### src/rtl/star_grill_ctrl_multi.sv
// star_grill_ctrl_multi: grill + N star actuator sequencer with watchdog and latched FAULT.
// Optional STAR_STAGGER_EN staggers per-channel star drive start by STAGGER_CYCLES.
module star_grill_ctrl_multi #(
  parameter int N_STARS        = 4,
  parameter int TIMEOUT_CYCLES = 50000000,
  parameter int STAGGER_CYCLES = 1000
) (
  input  logic                   i_clk,
  input  logic                   i_rst_n,
  input  logic                   i_press,
  input  logic                   i_pull,
  input  logic                   i_fault_clr,
  input  logic [1:0]             i_grill_pos,
  input  logic [2*N_STARS-1:0]   i_star_pos,
  output logic                   o_grill_open,
  output logic                   o_grill_close,
  output logic [N_STARS-1:0]     o_star_hide,
  output logic [N_STARS-1:0]     o_star_raise,
  output logic [3:0]             o_state,
  output logic                   o_fault
);
  typedef enum logic [3:0] {
    INIT = 4'd0, CLOSED_UP = 4'd1, G_OPENING = 4'd2, G_CLOSING = 4'd3, G_STOP = 4'd4,
    OPEN_UP = 4'd5, S_HIDING = 4'd6, S_RAISING = 4'd7, S_STOP = 4'd8, OPEN_HIDDEN = 4'd9,
    FAULT = 4'd15
  } state_t;
  localparam int WW = $clog2(TIMEOUT_CYCLES + 1);
  localparam logic [WW-1:0] WD_LAST = WW'(TIMEOUT_CYCLES - 1);
  localparam logic [WW-1:0] WD_MAX  = WW'(TIMEOUT_CYCLES);
  state_t state_q, state_d;
  logic [WW-1:0] wd_q, wd_d;
  logic grill_open_q, grill_open_d, grill_close_q, grill_close_d, fault_q, fault_d;
  logic [N_STARS-1:0] hide_q, hide_d, raise_q, raise_d, gate, s_up, s_hid, s_err;
  logic fwd, rev, sens_err, all_up, all_hid, g_open, motion, in_open, timeout;
  always_comb begin
    for (int i = 0; i < N_STARS; i++) begin
      s_up[i]  = i_star_pos[2*i +: 2] == 2'b00;
      s_hid[i] = i_star_pos[2*i +: 2] == 2'b01;
      s_err[i] = i_star_pos[2*i +: 2] == 2'b11;
    end
  end
  assign fwd      = i_pull & ~i_press;
  assign rev      = i_press & ~i_pull;
  assign all_up   = &s_up;
  assign all_hid  = &s_hid;
  assign g_open   = i_grill_pos == 2'b01;
  assign sens_err = (i_grill_pos == 2'b11) | (|s_err);
  assign motion   = state_q inside {G_OPENING, G_CLOSING, S_HIDING, S_RAISING};
  assign in_open  = state_q inside {OPEN_UP, S_HIDING, S_RAISING, S_STOP, OPEN_HIDDEN};
  // the motion's TIMEOUT_CYCLES-th cycle is the last one allowed
  assign timeout  = motion && wd_q >= WD_LAST;
  always_comb begin
    state_d = state_q;
    if (sens_err || timeout || (in_open && !g_open)) state_d = FAULT;
    else
      case (state_q)
        INIT:        state_d = !all_up ? (g_open ? (all_hid ? OPEN_HIDDEN : S_STOP) : FAULT)
                             : i_grill_pos == 2'b00 ? CLOSED_UP
                             : i_grill_pos == 2'b10 ? G_STOP : OPEN_UP;
        CLOSED_UP:   state_d = fwd ? G_OPENING : state_q;
        G_OPENING:   state_d = g_open ? OPEN_UP : !fwd ? G_STOP : state_q;
        G_CLOSING:   state_d = i_grill_pos == 2'b00 ? CLOSED_UP : !rev ? G_STOP : state_q;
        G_STOP:      state_d = fwd ? G_OPENING : rev ? G_CLOSING : state_q;
        OPEN_UP:     state_d = fwd ? S_HIDING : rev ? G_CLOSING : state_q;
        S_HIDING:    state_d = all_hid ? OPEN_HIDDEN : !fwd ? S_STOP : state_q;
        S_RAISING:   state_d = all_up ? OPEN_UP : !rev ? S_STOP : state_q;
        S_STOP:      state_d = fwd ? S_HIDING : rev ? S_RAISING : state_q;
        OPEN_HIDDEN: state_d = rev ? S_RAISING : state_q;
        FAULT:       state_d = (i_fault_clr && !i_press && !i_pull) ? INIT : state_q;
        default:     state_d = INIT;
      endcase
  end
  assign wd_d = (state_d != state_q) ? '0 : !motion ? wd_q : (wd_q == WD_MAX) ? wd_q : wd_q + 1'b1;
`ifdef STAR_STAGGER_EN
  localparam int SMAX = (N_STARS - 1) * STAGGER_CYCLES;
  localparam int SW   = $clog2(SMAX + 2);
  logic [SW-1:0] stg_q, stg_d;
  assign stg_d = (state_d != state_q) ? '0 : (stg_q == SW'(SMAX)) ? stg_q : stg_q + 1'b1;
  always_comb begin
    for (int i = 0; i < N_STARS; i++) gate[i] = stg_d >= SW'(i * STAGGER_CYCLES);
  end
  always_ff @(posedge i_clk or negedge i_rst_n) begin
    if (!i_rst_n) stg_q <= '0;
    else stg_q <= stg_d;
  end
`else
  assign gate = {N_STARS{STAGGER_CYCLES >= 0}};
`endif
  always_comb begin
    grill_open_d  = state_d == G_OPENING && all_up;
    grill_close_d = state_d == G_CLOSING && all_up;
    fault_d       = state_d == FAULT;
    for (int i = 0; i < N_STARS; i++) begin
      hide_d[i]  = state_d == S_HIDING && g_open && !s_hid[i] && gate[i];
      raise_d[i] = state_d == S_RAISING && g_open && !s_up[i] && gate[i];
    end
  end
  always_ff @(posedge i_clk or negedge i_rst_n) begin
    if (!i_rst_n) begin
      state_q       <= INIT;
      wd_q          <= '0;
      grill_open_q  <= 1'b0;
      grill_close_q <= 1'b0;
      hide_q        <= '0;
      raise_q       <= '0;
      fault_q       <= 1'b0;
    end else begin
      state_q       <= state_d;
      wd_q          <= wd_d;
      grill_open_q  <= grill_open_d;
      grill_close_q <= grill_close_d;
      hide_q        <= hide_d;
      raise_q       <= raise_d;
      fault_q       <= fault_d;
    end
  end
  assign o_state       = state_q;
  assign o_grill_open  = grill_open_q;
  assign o_grill_close = grill_close_q;
  assign o_star_hide   = hide_q;
  assign o_star_raise  = raise_q;
  assign o_fault       = fault_q;
endmodule
### config.mk
export PLATFORM = sky130hd
export DESIGN_NAME = star_grill_ctrl_multi
export DESIGN_NICKNAME = d
export VERILOG_FILES = /design/src/rtl/star_grill_ctrl_multi.sv
export SDC_FILE = /design/constraint.sdc
export NUM_CORES = 1
export LEC_CHECK = 0
export ABC_AREA = 1
export CORE_MARGIN = 5
export CORE_UTILIZATION = 25
export CTS_CLUSTER_SIZE = 14
export DETAILED_ROUTE_END_ITERATION = 10
export GPL_TIMING_DRIVEN = 0
export HOLD_SLACK_MARGIN = 0.12
export SYNTH_ARGS = -nofsm -noshare
export SYNTH_HDL_FRONTEND = slang
export SYNTH_SLANG_ARGS = --single-unit
### constraint.sdc
create_clock -name i_clk -period 2.8 [get_ports i_clk]
set_input_delay 0.28 -clock i_clk [delete_from_list [all_inputs] [get_ports i_clk]]
set_output_delay 0.28 -clock i_clk [all_outputs]
set_load 0.02 [all_outputs]
* Word-level counts from Yosys, hierarchy flattened
Index checks and enable logic that the tools add are counted.
** Storage, ports and cells
- Word-level logic and storage cells :: 110
- Output and inout port bits :: 15
- Flip-flop bits (word level) :: 41
** Cells by class
- $add $sub $neg :: 1
- Muxes and demuxes :: 25
- Equality and inequality tests :: 29
- Bitwise logic cells :: 5
- Order comparisons :: 1
- Reduce and logical (&&, ||, !) cells :: 42
** Operators with widths (count)
- 2-to-1 mux 26 bit :: 3
- 2-to-1 mux 4 bit :: 17
- case mux 4 bit (11 select lines) :: 1
- adder 26 x 1 -> 26 bit, second input constant :: 1
- == test 26 bit, second input constant :: 1
- greater-or-equal comparator 26 bit, second input constant :: 1
- == test 4 x 3 -> 1 bit, second input constant :: 6
- == test 4 x 2 -> 1 bit, second input constant :: 4
- == test 4 bit, second input constant :: 4
- logical AND 1 bit :: 16
- == test 2 bit, second input constant :: 6
- zero test 1 bit :: 11
- == test 2 x 1 -> 1 bit, second input constant :: 5
- zero test 2 bit :: 5
- AND reduction 4 bit :: 2
- 2-to-1 mux 3 bit :: 2
- nonzero test 5 bit :: 1
- == test 4 x 1 -> 1 bit, second input constant :: 1
- zero test 4 bit :: 1
- inequality test 4 bit :: 1
- nonzero test 4 bit :: 1
- OR reduction 4 bit :: 1
- bitwise AND 1 bit :: 2
- logical OR 1 bit :: 2
- other kinds (6) :: 8

* Depth between registers and ports, before layout
Gate-level depths: netlist of run 1.
- Depth after elaboration :: 10
- Depth in mapped cells :: 18
- Depth with buffers taken out :: 17

* Worst setup path after synthesis of run 1
Ideal clock, no wire load.
- Path kind :: flip-flop to flip-flop
- Start :: register state_q[1] (netlist: o_state[1])
- End :: register wd_q[9]
- Data arrival time :: 1.902 ns
- Setup slack :: 0.770 ns
- Stages on the path, launching flop included :: 15
- Path buffers :: 2
- Required time :: 2.672 ns
- Path through :: dfrtp_1 > buf_2 > nor2_2 > o211ai_1 > nand2_1 > nand2_2 > a21oi_4 > nand2_2 > nand2_1 > nand2_1 > nand2_1 > inv_2 > nand2_4 > buf_12 > nor2_4
** On the way
- Longest elaborated chain between the ends :: 9
- Elaborated cells on any way between the ends :: 39
- Classes of those cells :: eq/ne (12); mux (18); reduce/logical (9)
** RTL lines
- from (decl) :: RTL line 30 : state_t state_q, state_d;
- from (signal assigned) :: RTL line 108 : state_q <= state_d;
- == test 4 x 2 -> 1 bit or == test 4 x 3 -> 1 bit (tied branches) :: RTL line 48, 56, 49
- nonzero test 4 bit :: RTL line 48 : assign motion = state_q inside {G_OPENING, G_CLOSING, S_HIDING, S_RAISING};
- logical AND 1 bit :: RTL line 51 : assign timeout = motion && wd_q >= WD_LAST;
- logical OR 1 bit (2 in series) :: RTL line 54 : if (sens_err || timeout || (in_open && !g_open)) state_d = FAULT;
- 2-to-1 mux 4 bit (*) :: RTL line 54
- net state_d[0] :: RTL line 30
- inequality test 4 bit (*) :: RTL line 73 : assign wd_d = (state_d != state_q) ? '0 : !motion ? wd_q : (wd_q == WD_MAX) ? wd_q : wd_q + 1'b1;
- inequality test 2 bit (no source line) or nonzero test 2 bit (tied branches)
- AND reduction 2 bit (no source line)
- to (signal assigned) :: RTL line 109 : wd_q <= wd_d;
- to (decl) :: RTL line 31 : logic [WW-1:0] wd_q, wd_d;
Mark *: on every way through the listed nets, which the timed path passes. The rest lies on a longest branch.
A chain may end at the register's enable or synchronous reset.

* Worst setup path in the final report of run 1
- Start :: register wd_q[0]
- End :: register wd_q[12]
** On the way
- Longest elaborated chain between the ends :: 8
- Elaborated cells on any way between the ends :: 14
- Classes of those cells :: add/sub (1); order compare (1); eq/ne (3); mux (4); reduce/logical (5)
** RTL lines (RTL line)
- greater-or-equal comparator 26 bit (*) :: 51
- logical AND 1 bit (*) :: 51
- logical OR 1 bit (*) (2 in series) :: 54
- 2-to-1 mux 4 bit (*) :: 54
- net state_d[0] :: 30
- inequality test 4 bit (*) :: 73
- inequality test 2 bit (no source line) or nonzero test 2 bit (tied branches)
- AND reduction 2 bit (no source line)
Mark *: on every way through the listed nets, which the timed path passes. The rest lies on a longest branch. The select of a mux whose other input is x is not followed.

==> results.yml, run 1 <==
synth:
  synthCells: 420
  synth-edff-count: 0
  ys.flop_type: "dfrtp_1"
  synth_common_cells: "nand2_1 (120), nor2_1 (64), inv_1 (48), dfrtp_1 (41), nand3_1 (31)"
  synth_top_area_frac: 0.3473
  yosysMostFrequentCell: "nand2_1"
  yosysSeqAreaShare: 0.3473
  synth_warnings: 0
  synth-seq-cells: 41
  async_reset_ff_frac: 1.000
  synthTopCellsByArea: "dfrtp_1 (35%), nand2_1 (15%), nor2_4 (8.8%)"
  synth_cell_type_count: 29
  syn_nets: 437
  postSynthAreaPerCell_um2: 7.034
  syn_area_um2: 2954
  synth.largest_area_cell: "dfrtp_1"
routing:
  wl_um: 6828
  detail_route.vias_per_cell: 4.437
  drc: 0
  firstDrtPassIters: 4
  antenna_left: 0
  first_iter_violations: 197
  routedWlPerCell_um: 11.34
  vias: 2671
worst_setup_path:
  critPathMaxStageDelay_ns: 0.42
  r2r_setup_slack_ns: 0.46
  end_kind: "register"
  arrival_ns: 2.50
  worstPathCellList: "ha_1, nand2_1, inv_1, nand2_1, nand2_1, nand3_1, nand3_2, a21oi_4, nand2_2, nand2_1, nand2_1, nand2_1, inv_2, nand2_4, buf_12, nor2_4"
  startpoint_type: "register"
  crit_fanout: 10
  cpMaxStageDelayCell: "dfrtp_1"
  critPathKind: "register to register"
  worstPathRequired_ns: 2.97
  crit_top_cell: "nand2_1"
  path_buf_inv: 3
  crit_family: "simple AND/OR/NAND/NOR gates"
sta:
  fmax_mhz: 428.2
  fin_crit_sh: 0.8341
  setup_viol: 0
  whs_ns: 0.4756
  slew_viol_final: 0
  layout_min_cycle_time_ns: 2.335
  setup_tns_ns: 0
  finalHoldViolations: 0
  relSlewSlack: 0.6945
  rsz0062_at_grt: "false"
  fin_worst_skew_ns: 0.008076
  worst_pin_slew_ns: 0.4583
pwr:
  ir_worst_vdd_mv: 0.1894
  total_leakage_power_nw: 1.633
  total_power_mw: 1.581
  power_density_nw_per_um2: 438.4
final_layout:
  final_area_um2: 3606
  fillCellCount: 1249
  multiInputGateArea_um2: 1652
  area_delta_synth_final_pct: 22.07
  diodes: 0
  drive_gt1_frac: 0.1416
  layoutNonFillerInstCount: 602
  layout.area.seq_um2: 1026
  final_nets: 475
grt:
  grt_max_degree: 25
  antenna_found_initial: 0
  grt_pass1_wl_um: 12130
  overflow: 0
  grt_use_total: 0.1013
  grt_pass1_vias: 2711
die:
  io_pins: 30
  coreArea_um2: 11520
  die-area_um2: 14090
  die_h_um: 118.7
  rows: 39
  start_util: 0.2565
  die_w_um: 118.7
clock_tree:
  root_buffer: "clkbuf_16"
  cts_buffer_depth: 2
  clk_pin_slew_worst_paths_ns: 0.06
  cts_tree: "built"
  cts_buffers: 5
  insertion_delay_ns: 0.29
  cts_sinks: 41
  h-tree-depth: 2
placement:
  portBuffers: 29
  dp_hpwl_um: 5481
  place_area_um2: 3446
  gp_congestion: 0.9296
  dp_cells: 593
status:
  status: "complete, no violations"
job:
  max-cap-violations: 0
worst_hold_path:
  hp-class: "input pin to asynchronous set/reset pin"
[path summary, 6_finish.rpt]
| check | from | endpoint | cells past startpoint |
|---|---|---|---|
| max in group asynchronous | i_rst_n | wd_q[4] | 3 |
| max reg2reg | wd_q[0] | wd_q[12] | 16 |
| min | i_rst_n | wd_q[20] | 2 |
| min in group i_clk | wd_q[23] | wd_q[23] | 2 |
| min reg2reg | wd_q[23] | wd_q[23] | 2 |
| max | wd_q[0] | wd_q[12] | 16 |
[cell type report]
class                           count  share of cell area
Buffer                              6             0.01839
Clock buffer                        5             0.03470
Clock inverter                      3            0.006940
Inverter                           56             0.05829
Multi-Input combinational cell    317              0.4580
Sequential cell                    41              0.2845
Tap cell                          143             0.04962
Timing Repair Buffer               31             0.08952
[cell families (layout without fill, tap and decap cells)]
family | Yosys count | count (layout) | share of synthesized area
compound gates | 24 | 24 | 0.04786
xor+xnor | 18 | 18 | 0.05337
fa+ha+maj | 2 | 2 | 0.008470
buf+inv | 62 | 101 | 0.09360
flops | 41 | 41 | 0.3473
simple gates | 273 | 273 | 0.4494
[cells in the final DEF, fill, tap and decap left out, types with 2 or more instances in the layout]
cell | synthesis | layout
buf_12 | 2 | 2
nand3_1 | 31 | 31
nand2_2 | 8 | 8
xor2_1 | 13 | 13
nor3_1 | 9 | 9
o22ai_1 | 3 | 3
nand4_1 | 7 | 7
inv_1 | 48 | 48
ha_1 | 2 | 2
clkdlybuf4s50_1 | 0 | 28
o21ai_0 | 7 | 7
nor2_1 | 64 | 64
o21ai_1 | 3 | 3
buf_2 | 3 | 4
nor2_2 | 6 | 6
xnor2_1 | 5 | 5
a21oi_1 | 7 | 7
nand2_4 | 2 | 2
dfrtp_1 | 41 | 41
inv_2 | 8 | 8
inv_6 | 0 | 2
clkbuf_16 | 0 | 5
nor2_4 | 23 | 23
nand2_1 | 120 | 120
[worst reg2reg max path: cells and delay by family (launching register included)]
kind | cells | cell delay (ns)
adder cells (fa/ha/maj) | 1 | 0.23
AO/OA/AOI/OAI | 1 | 0.31
buffers and inverters | 3 | 0.29
AND/OR/NAND/NOR | 11 | 0.98
flip-flops | 1 | 0.42
[metal layers]
layer  GRT usage  vias to the layer above  share of wire
met5           0                        -              0
met4     0.02969                        0          0.015
met3     0.01910                       11          0.039
met2      0.1755                       52           0.49
met1      0.1284                     1233           0.45
li1            -                     1375              -
[where the power goes]
group	internal [mW]	switching, mW	total [mW]
Combinational	0.131	0.247	0.378
Sequential	0.605	0.0141	0.619
Clock	0.336	0.247	0.584
[what timing repair did]
item | 4_1_cts | 5_1_grt
setup buffers | 0 | 0
endpoints found under the hold margin | 17 | 0
hold buffers | 1 | 0
gates resized for setup | 0 | 0
[sequential cells by signal, indices dropped and copies added (netlist names)]
signal         cells
o_fault            1
o_grill_close      1
o_state            4
wd_q              26
o_star_hide        4
o_star_raise       4
o_grill_open       1
[through the flow]
stage | setup WS [ns] | util
finish | 0.4646 | 0.3131
global route | 0.1854 | 0.3131
CTS | 0.4530 | 0.3131
detailed placement | 0.2137 | 0.2992
global placement | 0.2309 | 0.2973
floorplan | 0.7701 | -
No activity file was read; power rests on OpenSTA's default activity.
==> run 2: changes to the inputs <==
Clock period 2.8 ns to 1.9 ns, I/O delays scaled along.
==> run 2 against run 1 <==
The run now ends with setup timing left. Non-clock buffer count is 20 higher. Clock power is 43% higher. Sequential share of layout area is 2.8 points lower. Sequential cell count stayed put. Critical endpoint is now wd_q[23]. Highest routed layer unchanged.
==> results.yml, run 2 (synthesis gave the netlist of run 1 again) <==
clock_tree:
  h-tree-depth: 2
  cts_buffers: 5
  clk_pin_slew_worst_paths_ns: 0.06
  cts_tree: "built"
  cts_buffer_depth: 2
  insertion_delay_ns: 0.28
  root_buffer: "clkbuf_16"
  cts_sinks: 41
routing:
  drc: 0
  routedWlPerCell_um: 12.03
  antenna_left: 0
  top_layer_used: "met4"
  first_iter_violations: 162
  detail_route.vias_per_cell: 4.461
  wl_um: 7481
  wl_met3_um: 211
  routedLengthMet1_um: 3262
  vias: 2775
  met2_length_um: 3926
  firstDrtPassIters: 4
grt:
  overflow: 0
  grt_pass1_wl_um: 12700
  grt_use_total: 0.1076
  antenna_found_initial: 0
  grt_max_degree: 29
  grt_pass1_vias: 2778
pwr:
  ir_worst_vdd_mv: 0.3748
  total_leakage_power_nw: 1.785
  power_density_nw_per_um2: 629.3
sta:
  slew_viol_final: 0
  setup_slack_ns: -0.1922
  worst_pin_slew_ns: 0.4182
  setup_viol: 29
  fin_worst_skew_ns: 0.006714
  layout_min_cycle_time_ns: 2.092
  finalHoldViolations: 0
  rsz0062_at_grt: "true"
  relSlewSlack: 0.7190
  fmax_mhz: 478.0
  fin_crit_sh: 1.101
  setup_tns_ns: -4.230
status:
  status: "finished with violations"
  failed_checks: "setup timing"
placement:
  post-place-ws_ns: -0.5966
  portBuffers: 29
  gp_congestion: 0.8899
  dp_hpwl_um: 5415
worst_hold_path:
  hp-start: "i_star_pos[6]"
  hp-class: "input pin to register"
final_layout:
  largest_register_ffs: 26
  mostFrequentLayoutCells: "nand2_1 (105), nor2_1 (47), inv_1 (43)"
  drive_gt1_frac: 0.2860
  final_common_cell: "nand2_1"
  regMostFlops: "wd_q"
  fillCellCount: 1197
  area_delta_synth_final_pct: 36.26
  final_nets: 495
  layout.area.seq_um2: 1032
  multiInputGateArea_um2: 1853
  diodes: 0
die:
  io_pins: 30
  rows: 39
  die_h_um: 118.7
  start_util: 0.2565
  die-area_um2: 14090
  coreArea_um2: 11520
  die_w_um: 118.7
worst_setup_path:
  worstPathCellList: "nand2_2, inv_1, nand3_1, nand2_1, nand2_1, nand3_4, a21oi_4, buf_6, nand2_4, nand2_2, nand2_2, nor2_4, nand2_8, clkbuf_16, nor2_4"
  crit_fanout: 8
  critPathMaxStageDelay_ns: 0.45
  crit_family: "simple AND/OR/NAND/NOR gates"
  crit_top_cell: "nand2_2"
  worstPathRequired_ns: 2.12
  path_buf_inv: 3
  arrival_ns: 2.31
  setup.worst_path.start: "wd_q[18]"
  startpoint_type: "register"
  cpMaxStageDelayCell: "dfrtp_2"
  end_kind: "register"
  r2r-start: "wd_q[18]"
  critPathKind: "register to register"
job:
  max-cap-violations: 0
==> run 2: per-stage QoR <==
stage | power, mW | area, um2 | utilization | instances | hold WS (ns)
final | 2.533 | 4025 | 0.3495 | 622 | 0.1932
after CTS | 2.488 | 3804 | 0.3303 | 615 | 0.3604
after global placement | 1.478 | 3430 | 0.2978 | 592 | 0.5908
after floorplan | 1.329 | 2960 | - | 420 | -0.1056
after detailed placement | 1.490 | 3445 | 0.2991 | 593 | 0.1155
after global routing | 2.664 | 4025 | 0.3495 | 622 | 0.2217
==> run 2: worst paths after layout <==
check                                      end  slack (ns)  cells past startpoint
worst max register to register        wd_q[23]       -0.19                     15
worst max-delay path                  wd_q[23]       -0.19                     15
worst min-delay path            o_star_hide[3]        0.19                      2
worst min register to register        wd_q[24]        0.62                      3
max in group asynchronous           o_state[2]        1.08                      3
min in group asynchronous             wd_q[19]        0.35                      2
==> run 2: cell type report <==
cell class	instances	area share
Clock buffer	5	0.03108
Buffer	4	0.01088
Sequential cell	41	0.2565
Multi-Input combinational cell	317	0.4604
Tap cell	143	0.04445
Clock inverter	3	0.005595
Timing Repair Buffer	53	0.1377
Inverter	56	0.05347
==> run 2: metal layers <==
metal | global-route usage | vias up
met5 | 0 | -
met4 | 0.03114 | 0
met3 | 0.01910 | 6
met2 | 0.1840 | 46
met1 | 0.1390 | 1313
li1 | - | 1410
==> run 2: repair_timing <==
action,CTS,global route
setup buffers,13,7
gates resized for setup,26,46
endpoints found under the hold margin,13,0
endpoints found under the setup margin,34,36
gates cloned,1,1
hold buffers,1,0
pin swaps,10,8
==> run 2: power breakdown <==
group,total [mW],switching [mW],internal [mW]
Clock,0.833,0.345,0.488
Sequential,0.914,0.0219,0.892
Combinational,0.786,0.447,0.339
Total,2.53,0.813,1.72
